### src/rtl/spi_ram_burst_wrapper.sv
// spi_ram_burst_wrapper: SPI slave with 2-bit command frames driving a burst-capable single-port RAM.
module spi_ram_burst_wrapper #(
  parameter int DATA_WIDTH = 8,
  parameter int ADDR_WIDTH = 8,
  parameter int AUTO_INC   = 1
) (
  input  logic clk,
  input  logic rst_n,
  input  logic SS_n,
  input  logic MOSI,
  output logic MISO,
  output logic busy
);
  localparam int CW = $clog2(DATA_WIDTH);
  typedef enum logic [2:0] {IDLE, CMD, ADDR_WR, ADDR_RD, WRITE, READ} state_t;
  state_t state, next;
  logic cmd_hi, hold, last, in_word, wd, rd_act;
  logic [CW-1:0] cnt;
  logic [DATA_WIDTH-2:0] sh;
  logic [DATA_WIDTH-1:0] word, tx, rd_data;
  logic [ADDR_WIDTH-1:0] wr_addr, rd_addr;
  logic [DATA_WIDTH-1:0] mem [2**ADDR_WIDTH];
  always_ff @(posedge clk or negedge rst_n)
    if (!rst_n) state <= IDLE;
    else state <= next;
  always_comb begin
    next = SS_n ? IDLE :
           state == IDLE ? CMD :
           state == CMD ? (cmd_hi ? (MOSI ? READ : ADDR_RD) : (MOSI ? WRITE : ADDR_WR)) :
           state;
    busy = state != IDLE;
    word = {sh, MOSI};
    last = cnt == CW'(DATA_WIDTH - 1);
    in_word = !SS_n && !hold && (state inside {ADDR_WR, ADDR_RD, WRITE, READ});
    wd = in_word && last;
    rd_act = !SS_n && state == READ;
  end
  // hold marks an address frame whose single word is done; trailing cycles are ignored
  always_ff @(posedge clk or negedge rst_n)
    if (!rst_n) begin
      cmd_hi <= 1'b0;
      hold <= 1'b0;
      cnt <= '0;
      sh <= '0;
      tx <= '0;
      MISO <= 1'b0;
      wr_addr <= '0;
      rd_addr <= '0;
    end else begin
      cmd_hi <= state == IDLE ? MOSI : cmd_hi;
      sh <= word[DATA_WIDTH-2:0];
      cnt <= in_word && !last ? cnt + CW'(1) : '0;
      hold <= !SS_n && (hold || (wd && (state == ADDR_WR || state == ADDR_RD)));
      wr_addr <= wd && state == ADDR_WR ? word[ADDR_WIDTH-1:0] :
                 wd && state == WRITE ? wr_addr + ADDR_WIDTH'(AUTO_INC) : wr_addr;
      rd_addr <= wd && state == ADDR_RD ? word[ADDR_WIDTH-1:0] :
                 wd && state == READ ? rd_addr + ADDR_WIDTH'(AUTO_INC) : rd_addr;
      // word bit N-1 comes straight from the RAM register; tx still holds bit 0 of the previous word at cnt 0
      MISO <= rd_act && (cnt == CW'(1) ? rd_data[DATA_WIDTH-1] : tx[DATA_WIDTH-1]);
      tx <= rd_act ? (cnt == CW'(1) ? rd_data : tx) << 1 : '0;
    end
  always_ff @(posedge clk) begin
    if (wd && state == WRITE) mem[wr_addr] <= word;
    rd_data <= mem[rd_addr];
  end
endmodule

### config.mk
export PLATFORM = sky130hd
export DESIGN_NAME = spi_ram_burst_wrapper
export DESIGN_NICKNAME = d
export VERILOG_FILES = /design/src/rtl/spi_ram_burst_wrapper.sv
export SDC_FILE = /design/constraint.sdc
export NUM_CORES = 2
export LEC_CHECK = 0
export CORE_MARGIN = 4
export CORE_UTILIZATION = 60
export CTS_CLUSTER_SIZE = 40
export DETAILED_ROUTE_END_ITERATION = 7
export PLACE_DENSITY = 0.76
export SLEW_MARGIN = 20
export SYNTH_ARGS = -nofsm -noshare
export SYNTH_HDL_FRONTEND = slang
export SYNTH_SLANG_ARGS = --single-unit
### constraint.sdc
create_clock -name clk -period 4.4 [get_ports clk]
set_input_delay 1.1 -clock clk [delete_from_list [all_inputs] [get_ports clk]]
set_output_delay 1.1 -clock clk [all_outputs]
set_load 0.02 [all_outputs]
# Word level (Yosys, flattened, before mapping)
# Memories as Yosys holds them, arrays and structs flattened. A register that Yosys moved wholly into a read port is not among the register bits.
# Index checks and enable logic that the tools add are counted.
[op_classes]
addsub = 3
n_eq_ne = 7
n_mux = 16
reduce_logical = 23
[op_table]
columns = ["operator", "n"]
rows = [
  ["2-to-1 mux 8 bit", 5],
  ["2-to-1 mux 3 bit", 7],
  ["adder 8 x 1 -> 8 bit, second input constant", 2],
  ["logical AND 1 bit", 12],
  ["== test 3 bit, second input constant", 3],
  ["2-to-1 mux 7 bit", 1],
  ["== test 3 x 1 -> 1 bit, second input constant", 2],
  ["== test 3 x 2 -> 1 bit, second input constant", 2],
  ["nonzero test 3 bit", 2],
  ["nonzero test 2 bit", 2],
  ["nonzero test 4 bit", 1],
  ["adder 3 x 1 -> 3 bit, second input constant", 1],
  ["logical NOT 1 bit", 3],
  ["logical NOT 3 bit", 1],
  ["2-to-1 mux 1 bit", 3],
  ["logical OR 1 bit", 2],
]
[word_totals]
register_bits = 40
ramBits = 2048
input_bits = 4
word_cells = 59
n_memories = 1
[memory_table]
columns = ["name", "words", "word_bits", "read_ports", "rd_ports_with_merged_regs", "wr", "line", "rtl"]
rows = [
  ["mem", 256, 8, 1, 1, 1, "22", "logic [DATA_WIDTH-1:0] mem [2**ADDR_WIDTH];"],
]

# Logic depth before layout (Yosys ltp)
[logic_depth]
depth_word = 7
depth_mapped = 12

# Least setup slack after synthesis
# No wires, ideal clock.
[synth_timing]
kind = "register to register"
from = "register sh[5]"
to = "memory mem[0][6], data pin"
setup_time_ns = 0.809
arrival_ns = 3.210
t_required_ns = 3.591
slack_ns = 0.381
path_stages_with_launch = 1
period_less_slack_ns = 4.019
path_cell_list = "dfrtp_1"
[synth_lines]
columns = ["item", "line", "rtl"]
rows = [
  ["start, declared", "19", "logic [DATA_WIDTH-2:0] sh;"],
  ["start signal, assigned", "51", "sh <= word[DATA_WIDTH-2:0];"],
  ["end, declared", "22", ""],
]
# No word-level cell before the write port.

==> results.json <==
{
  "p_per_area_nw_per_um2": 417,
  "regArea_um2": 62700,
  "gp_congestion": 0.949,
  "synth_flop_cell": "edfxtp_1",
  "cts_root_buf": "clkbuf_16",
  "cts_tree": "built",
  "hold_class": "in -> async",
  "grt_pass1_wl_mm": 321,
  "coreArea_um2": 136000,
  "port_buffers": 5,
  "fmax_mhz": 241,
  "required_ps": 5150,
  "avgSynthCellArea_um2": 20.7,
  "finalCritPeriodShare_pct": 94.3,
  "area_growth_syn_to_layout_pct": 13.8,
  "p_total_mw": 39.0,
  "rows": 135,
  "n_fill_cell": 7935,
  "ys_seq_elements": 2095,
  "failed_checks": "DRC",
  "slew_violations": 0,
  "wirelength_mm": 226,
  "num_vias": 44575,
  "synthesis.nets": 3986,
  "antenna_found_initial": 12,
  "cts_buffers": 195,
  "ys_warn_count": 0,
  "fin_nets": 4457,
  "peakVddDrop_mv": 0.339,
  "layout-drive-gt1-share_pct": 26.2,
  "synth.most_common_cell": "edfxtp_1",
  "ant_nets": 0,
  "first_pass_iters": 8,
  "postCtsSetupRepairBufs": 0,
  "post-route-min-period_ps": 4150,
  "synth_top_area_cell": "edfxtp_1",
  "dieArea_um2": 143000,
  "clk_latency_ps": 860,
  "finalHoldViolations": 0,
  "crit_fanout": 28,
  "htreeDepth": 4,
  "power.leakage_nw": 29.3,
  "finClkSkew_ps": 43.5,
  "synth_edf_count": 2048,
  "worst-setup-path-type": "reg -> reg",
  "cts_hold_buf": 0,
  "hpwlAfterDp_mm": 139,
  "chipWidth_um": 378,
  "cts_buffer_depth": 3,
  "cts_sinks": 2095,
  "grt_max_degree": 99,
  "grt_usage_pct": 32.1,
  "max_cap_viol_count": 0,
  "rsz0062_at_grt": "false",
  "cp.arrival_ps": 4900,
  "yosys-top-cells-area": "edfxtp_1 (75%), mux4_2 (10%), mux2i_1 (2.8%)",
  "multi_input_area_um2": 17800,
  "first_global_vias": 43690,
  "dp.cells": 6028,
  "clk_pin_slew_worst_paths_ps": 60,
  "num_io_pins": 6,
  "relSlewSlack_pct": 12.8,
  "stdcell_count": 6397,
  "post_cts_resize_count": 0,
  "critPathCaptureType": "flop",
  "initial_core_util_pct": 60.5,
  "ys_seq_area_share_pct": 76.3,
  "netlist_area_um2": 82100,
  "fin_tns_setup_ps": 0,
  "setup_viol": 0,
  "routed_via_density": 6.97,
  "yosysUniqueCellTypes": 71,
  "drc": 14,
  "routedWlPerCell_um": 35.3,
  "drt_iter0_drc": 7623,
  "grt-ovfl-total": 0,
  "synth_common_cells": "edfxtp_1 (2048), mux4_2 (371), nor2_1 (307), mux2i_1 (230), nand2_1 (99)",
  "synthCells": 3974,
  "yosysTopAreaCellShare_pct": 74.9,
  "synthArstFlopShare_pct": 1.86,
  "tightest_slew_ps": 1290,
  "startpoint_type": "flop",
  "die_height_um": 378,
  "outcome": "finished, violations left"
}
## power by group
| group | leakage, nW | switching [mW] | internal (mW) |
|---|---|---|---|
| logic | 7.31 | 0.329 | 0.0570 |
| registers | 19.0 | 0.0985 | 21.9 |
| clock network | 3.03 | 7.44 | 9.14 |
## routing by layer
metal,global-route usage (%),up-vias,routed length (um)
met5,0,-,81
li1,-,17477,-
met1,43.3,22826,77400
met3,11.2,631,32600
met4,14.6,12,11900
met2,47.8,3629,104000
## stage by stage
stage | hold WS, ps | setup WS [ps] | cell area [um2] | util (%)
floorplan | 389 | 381 | 82100 | -
global placement | 432 | 364 | 87100 | 64.2
detailed placement | 443 | 341 | 87100 | 64.2
CTS | 421 | 569 | 93400 | 68.8
global route | 458 | 492 | 93400 | 68.8
finish | 435 | 252 | 93400 | 68.9
## cells in the final DEF, fill, tap and decap left out, types with 27 or more instances in the layout
cell       count
edfxtp_1    2048
buf_4        472
mux4_2       371
nor2_1       305
mux2i_1      230
clkbuf_16    196
nand2_1       96
a21oi_1       87
mux4_1        64
a22oi_1       62
clkbuf_1      55
o21ai_0       47
a211oi_1      36
buf_12        35
clkinv_1      34
clkinv_2      31
o22ai_1       29
nand3_1       27
## cell type report
| class | instances | share of cell area [%] |
|---|---|---|
| inverters | 9 | 0.0375 |
| flip-flops and latches | 2095 | 67.1 |
| clock inverters | 104 | 1.18 |
| well taps | 1781 | 2.39 |
| repair buffers | 513 | 4.63 |
| diodes | 8 | 0.0214 |
| multi-input cells | 1631 | 19.1 |
| clock buffers | 256 | 5.55 |
## final timing paths
check	start	to	slack [ps]	depth (start not counted)
setup reg to reg	rd_addr[2]	rd_data[1]	250	8
setup / recovery	rd_addr[2]	rd_data[1]	250	8
hold reg to reg	rd_data[0]	tx[1]	450	2
min in group clk	rd_data[0]	tx[1]	450	2
hold / removal	rst_n	tx[6]	430	1
max in group asynchronous	rst_n	sh[2]	3180	1
## sequential cells by signal (all words and copies together) (netlist names)
| signal | cells |
|---|---|
| mem | 2048 |
| rd_addr | 8 |
| rd_data | 8 |
| wr_addr | 8 |
| sh | 7 |
| tx | 7 |
| cnt | 3 |
| state | 3 |
| MISO | 1 |
| cmd_hi | 1 |
| hold | 1 |
## worst max-delay path, stage by stage (launching register included)
cell and delay [ps]:
dfrtp_4 890, nand3b_1 880, o221ai_1 450, a211oi_1 110, buf_4 180, a211oi_1 830, nor3_1 180, buf_4 210
nor4_1 260
## cells by family (layout without fill, tap and decap cells)
group,Yosys count,in the layout,synth area share [%]
flops,2095,2095,76.3
mux,675,675,15.2
simple gates,537,537,2.85
compound gates,411,411,3.52
buf+inv,248,882,2.05
fa+ha+maj,8,8,0.122
other cells,0,8,0
Note: power is estimated with default switching activity, not from simulation.
